==> config.mk <==
export PLATFORM = sky130hd
export DESIGN_NAME = serial_right_shifter
export DESIGN_NICKNAME = d
export VERILOG_FILES = /design/src/rtl/serial_right_shifter.sv
export SDC_FILE = /design/constraint.sdc
export NUM_CORES = 1
export LEC_CHECK = 0
export CORE_ASPECT_RATIO = 0.8
export CORE_MARGIN = 2
export CORE_UTILIZATION = 35
export CTS_BUF_LIST = sky130_fd_sc_hd__clkbuf_2 sky130_fd_sc_hd__clkbuf_4 sky130_fd_sc_hd__clkbuf_8
export CTS_CLUSTER_SIZE = 10
export DETAILED_ROUTE_END_ITERATION = 8
export PLACE_DENSITY = 0.66
export SETUP_SLACK_MARGIN = 0.05
export SYNTH_ARGS = -nofsm -noshare
export SYNTH_HDL_FRONTEND = slang
export SYNTH_SLANG_ARGS = --single-unit
==> constraint.sdc <==
create_clock -name clock -period 1.8 [get_ports clock]
set_clock_uncertainty 0.1 [all_clocks]
set_input_delay 0.36 -clock clock [delete_from_list [all_inputs] [get_ports clock]]
set_output_delay 0.36 -clock clock [all_outputs]
set_load 0.1 [all_outputs]
==> src/rtl/serial_right_shifter.sv <==
// rtl/serial_right_shifter.sv - multi-cycle 32-bit SRL/SRA shifter, one bit position per clock
module serial_right_shifter (
    input  logic        clock,
    input  logic        ctrl_reset,
    input  logic        ctrl_start,
    input  logic [31:0] data_operandA,
    input  logic [4:0]  ctrl_shiftamt,
    input  logic        ctrl_arith,
    output logic [31:0] data_result,
    output logic        data_shiftout,
    output logic        data_resultRDY,
    output logic        ctrl_busy
);

    typedef enum logic [1:0] {
        IDLE  = 2'd0,
        SHIFT = 2'd1,
        DONE  = 2'd2
    } state_t;

    state_t      r_state;
    state_t      w_next_state;
    logic [4:0]  r_count;
    logic        r_fill;
    logic [31:0] r_result;
    logic        r_shiftout;
    logic        w_accept;

    // A new operation may be loaded from IDLE or during the single DONE cycle.
    assign w_accept = ctrl_start && (r_state != SHIFT);

    always_ff @(posedge clock or negedge ctrl_reset) begin
        if (!ctrl_reset) begin
            r_state <= IDLE;
        end else begin
            r_state <= w_next_state;
        end
    end

    always_comb begin
        w_next_state = r_state;
        case (r_state)
            IDLE, DONE: begin
                if (w_accept) begin
                    w_next_state = (ctrl_shiftamt == 5'd0) ? DONE : SHIFT;
                end else begin
                    w_next_state = IDLE;
                end
            end
            SHIFT: begin
                if (r_count == 5'd1) begin
                    w_next_state = DONE;
                end
            end
            default: w_next_state = IDLE;
        endcase
    end

    // Fill bit is frozen at load so SRA keeps replicating the original sign.
    always_ff @(posedge clock or negedge ctrl_reset) begin
        if (!ctrl_reset) begin
            r_result   <= 32'd0;
            r_shiftout <= 1'b0;
            r_count    <= 5'd0;
            r_fill     <= 1'b0;
        end else if (w_accept) begin
            r_result   <= data_operandA;
            r_shiftout <= 1'b0;
            r_count    <= ctrl_shiftamt;
            r_fill     <= ctrl_arith & data_operandA[31];
        end else if (r_state == SHIFT) begin
            r_result   <= {r_fill, r_result[31:1]};
            r_shiftout <= r_result[0];
            r_count    <= r_count - 5'd1;
        end
    end

    assign data_result    = r_result;
    assign data_shiftout  = r_shiftout;
    assign data_resultRDY = (r_state == DONE);
    assign ctrl_busy      = (r_state == SHIFT);

endmodule

== Word level (Yosys, flattened, before mapping) ==
Cells that the tools add are included.
Word-level totals
  bits in registers: 41
  input port bits: 41
  output and inout bits: 35
Cells by class
  $add $sub $neg: 1
  eq/ne operators: 5
  multiplexer cells: 10
  bitwise logic cells: 1
  reduce and logical (&&, ||, !) cells: 5
Operators by type and width (count)
  $mux W32: 2
  $mux W5: 2
  $mux W2: 3
  $eq A5 B1 Y1 const B: 1
  $logic_not A5 Y1: 1
  $sub A5 B1 Y5 const B: 1
  $ne A2 B1 Y1 const B: 2
  $pmux W2 S2: 1
  $eq A2 B1 Y1 const B: 1
  $eq A2 B2 Y1 const B: 1
  $logic_not A2 Y1: 1
  $mux W1: 2
  $reduce_bool A2 Y1: 1
  $reduce_or A2 Y1: 1
  $and A1 B1 Y1: 1
  $logic_and A1 B1 Y1: 1

== Depth between registers and ports, before layout ==
  depth in word-level cells: 4
  gate-level depth with buffers: 5
  gate-level depth less buffers: 5

== Worst setup path before layout ==
No wires, ideal clock.
  path kind: register to output
  start: reg r_state[0]
  end: out data_resultRDY
  data arrival time: 1.748 ns
  required time: 1.340 ns
  slack: -0.408 ns
  cell stages (with the launch flop): 2
  path through: dfrtp_1 -> nor2b_1
On the way
  longest elaborated chain between the ends: 1
RTL lines
  start, declared: RTL line 21  | state_t r_state;
  start signal, assigned: RTL line 36  | r_state <= w_next_state;
  $eq A2 B2 Y1: RTL line 80  | assign data_resultRDY = (r_state == DONE);
  end, declared: RTL line 11  | output logic data_resultRDY,
No other way between the ends.

== Worst setup path after layout ==
  start: reg r_state[1]
  end: out ctrl_busy
On the way
  longest elaborated chain between the ends: 1
RTL lines
  $eq A2 B1 Y1: RTL line 81  | assign ctrl_busy = (r_state == SHIFT);
  end, declared: RTL line 12  | output logic ctrl_busy
No other way between the ends.

==> impl_summary.md <==
Global route
For met3 alone, demand over resource in global routing was 5.30%. For this run, global-route usage on met2 was measured as 24.2%. The global-route wire length before repair is 7650 um. The layer flagged by global routing as most heavily used is met2.

In the global route stage, met1 resource usage came out at 20.4%. The overall routing resource usage is 15.2%. The pin count of the biggest net entering global routing is 42. The initial antenna violation count is 0.

The total congestion overflow after global routing is 0. The via count of the first global-routing pass was 1663.

Synthesis
Ranked by total cell area, the synthesized netlist is headed by sky130_fd_sc_hd__dfrtp_1, sky130_fd_sc_hd__mux2i_1, sky130_fd_sc_hd__nand2_1, sky130_fd_sc_hd__o21ai_0, sky130_fd_sc_hd__o21ai_1. The share of the Yosys chip area taken by registers is 51.7%. The gate count of the mapped netlist is about 190. Counting flops with an async set or reset pin after synthesis yields a share of 100%.

After synthesis the netlist holds a flip-flop and latch count of 41. The number of enable-type register cells in the synthesized netlist is 0. The flip-flop cell with the highest count after synthesis is sky130_fd_sc_hd__dfrtp_1. By instance count, the leading cell after synthesis is sky130_fd_sc_hd__dfrtp_1.

The average instance area after synthesis is between 10 and 15 um2. The netlist uses 33 different library cells. During synthesis, Yosys emitted a total of 0 warnings. The portion of synthesized cell area occupied by the leading cell type is about half. After synthesis the cells add up to 1980 um2. The post-synth net total is 235.

Sorting the synthesized cells by how often they occur yields sky130_fd_sc_hd__dfrtp_1, sky130_fd_sc_hd__nand2_1, sky130_fd_sc_hd__mux2i_1. Summed over all instances, the cell type with the most area after synthesis is sky130_fd_sc_hd__dfrtp_1.

Flow run
The tool flagged a number of max-cap violations equal to 0.

STA
The peak clock frequency supported by timing is between 0.6 and 0.7 GHz. The total negative setup slack is 0 ns. The final clock period utilization by the worst path is between 90% and 100%.

The worst pin sits at a relative slew slack of 65.4%. After layout, the minimum clock period comes to 1.64 ns. The final hold violation count came to 0. The count of final setup violators is 0. Setup repair after global routing left no endpoint under its margin. The max-slew violation count is 0. The slew at the pin closest to its max-slew limit is roughly 0.52 ns.

Worst setup path
The arrival time of data at the critical path endpoint is 1.18 ns. The class of the most critical setup path is flip-flop to primary output. The launching element type of the critical path is a flip-flop. For the worst setup path, the data required time is approximately 1.3 ns. The largest fanout on the critical path is 18. The worst setup path is captured at a primary output.

Min path
The classification of the worst-slack hold path is input pin to asynchronous set/reset pin.

CTS
After clock tree synthesis, the clock-pin slew on the worst setup and hold paths is roughly 0.080 ns. For the worst-skew pair, the clock arrives at the later sink with an insertion delay of between 0.2 and 0.3 ns. Counting the buffers created by CTS gives 5.

The clock tree synthesis step divided the H-tree into 2 levels. Once the clock tree was built, the setup fixing pass inserted 0 buffers. Clock tree synthesis selected as its root buffer the cell sky130_fd_sc_hd__clkbuf_8. The maximum count of clock buffers along a single path is 2. The tree built by TritonCTS fans out to 41 sinks. TritonCTS built the clock tree.

Outcome
The flow ran to the end, and the final reports show no timing, DRC or antenna violations.

Die
Measured along the y axis, the die boundary spans 71.4 um. The area of the placeable core is roughly 5500 um2. The site row count is 24.

The width of the chip is slightly below 90 um. The initial core utilization is 36.3%. The floorplan step defined a die boundary enclosing approximately 6300 um2. During I/O placement, the number of pins put on the boundary was between 70 and 80.

Placement
Input and output buffers added on the ports amount to 75. The routability-driven placement congestion ratio is between 0.7 and 0.8. The half-perimeter wire length after detailed placement is approximately 3300 um.

Detailed routing
The first routing iteration left 78 violations. The detail route stage leaves a number of antenna-violating nets equal to 0. The routed layout has 1629 vias. The average via count per standard cell is ~4.7.

The final wirelength is 4540 um. The number of design rule violations left after detail routing is 0. For this run, the detailed router's first-pass iteration total came to 4. The average routed wire per standard cell is approximately 13 um.

Layout
The antenna cell count is 0. The share of post-route cells with drive strength above 1 is a little over a fifth. The growth of design area from synthesis to finish is 66.3%.

After filler insertion, the fill cell instance count of the layout stands at about 460. The number of nets in the layout is 310.
## kinds of logic (layout without fill, tap and decap cells)
kind of cell | after synthesis | after routing | synth area share [%]
AND/OR/NAND/NOR | 57 | 57 | 13.9
AO/OA/AOI/OAI | 41 | 41 | 11.7
flip-flops | 41 | 41 | 51.7
multiplexers | 34 | 34 | 17.2
buffers and inverters | 17 | 93 | 4.22
adder cells (fa/ha/maj) | 2 | 2 | 1.26
## through the flow
| step | util (%) | setup WS (ns) | hold WS, ns | instance area (um2) | cells |
|---|---|---|---|---|---|
| final | 60.4 | 0.156 | 0.0349 | 3300 | 346 |
| after global routing | 60.4 | 0.0827 | 0.0818 | 3300 | 346 |
| after CTS | 60.3 | 0.0560 | 0.0521 | 3300 | 346 |
| after detailed placement | 58.1 | 0.0272 | 0.364 | 3180 | 338 |
| after global placement | 58.1 | 0.0540 | 0.358 | 3180 | 338 |
| after floorplan | - | 0.118 | -0.0356 | 1990 | 192 |
## area by class of cell
class / count / area, um2 / area share, %
Inverter: 4 / 17.5 / 0.531
Clock inverter: 1 / 30.0 / 0.910
Clock buffer: 7 / 90.1 / 2.73
Timing Repair Buffer: 81 / 1160 / 35.2
Multi-Input combinational cell: 134 / 877 / 26.6
Tap cell: 78 / 97.6 / 2.96
Sequential cell: 41 / 1030 / 31.1
## path summary, 6_finish.rpt
check                                  startpoint                     endpoint  slack (ns)  cells past startpoint
min reg2reg                    r_fill$_DFFE_PN0N_  data_result[31]$_DFFE_PN0P_        0.39                      2
max                        r_state[1]$_DFFE_PN0P_                    ctrl_busy        0.16                      3
min in group clock             r_fill$_DFFE_PN0N_  data_result[31]$_DFFE_PN0P_        0.39                      2
max in group asynchronous              ctrl_reset  data_result[23]$_DFFE_PN0P_        1.20                      2
min                                    ctrl_reset   data_result[1]$_DFFE_PN0P_        0.03                      2
max reg2reg                r_count[0]$_DFFE_PN0P_       r_count[4]$_DFFE_PN0P_        0.26                      5
## routing by layer
metal	vias up	routed length, um
li1	816	-
met1	765	2130
met2	46	2060
met3	2	348
met4	0	8
met5	-	0
## cells in the final DEF, fill, tap and decap left out, types with 2 or more instances in the layout
cell                              synthesis  layout
sky130_fd_sc_hd__buf_4                    1       4
sky130_fd_sc_hd__o211a_1                  2       2
sky130_fd_sc_hd__mux2i_1                 33      33
sky130_fd_sc_hd__nor3b_1                  2       2
sky130_fd_sc_hd__clkbuf_8                 0       6
sky130_fd_sc_hd__buf_12                   0      37
sky130_fd_sc_hd__nand2_1                 36      36
sky130_fd_sc_hd__nand3b_1                 2       2
sky130_fd_sc_hd__o21ai_1                  8       8
sky130_fd_sc_hd__o21ai_0                 26      26
sky130_fd_sc_hd__ha_1                     2       2
sky130_fd_sc_hd__or3_1                    2       2
sky130_fd_sc_hd__nor2_1                   2       2
sky130_fd_sc_hd__buf_2                    7       2
sky130_fd_sc_hd__clkdlybuf4s50_1          0      38
sky130_fd_sc_hd__dfrtp_1                 41      41
sky130_fd_sc_hd__inv_1                    3       3
sky130_fd_sc_hd__nand3_1                  3       3
## sequential cells by signal, indices dropped and copies added, names as in the netlist
register / flops
data_result: 32
data_shiftout: 1
r_count: 5
r_fill: 1
r_state: 2
## worst max-delay path: stages (launching register included)
cell and delay [ns]:
sky130_fd_sc_hd__dfrtp_1 0.38, sky130_fd_sc_hd__nand2b_4 0.15, sky130_fd_sc_hd__inv_4 0.16, sky130_fd_sc_hd__buf_12 0.20
## repair_timing
item                                    in CTS  in global routing
endpoints found under the setup margin       0                  1
hold buffers                                 0                  0
hold endpoints to repair                     0                  0
resized for setup                            0                  2
Power is not shown: default switching activity piles up to over one toggle a cycle in this logic, so the estimate is an artifact.
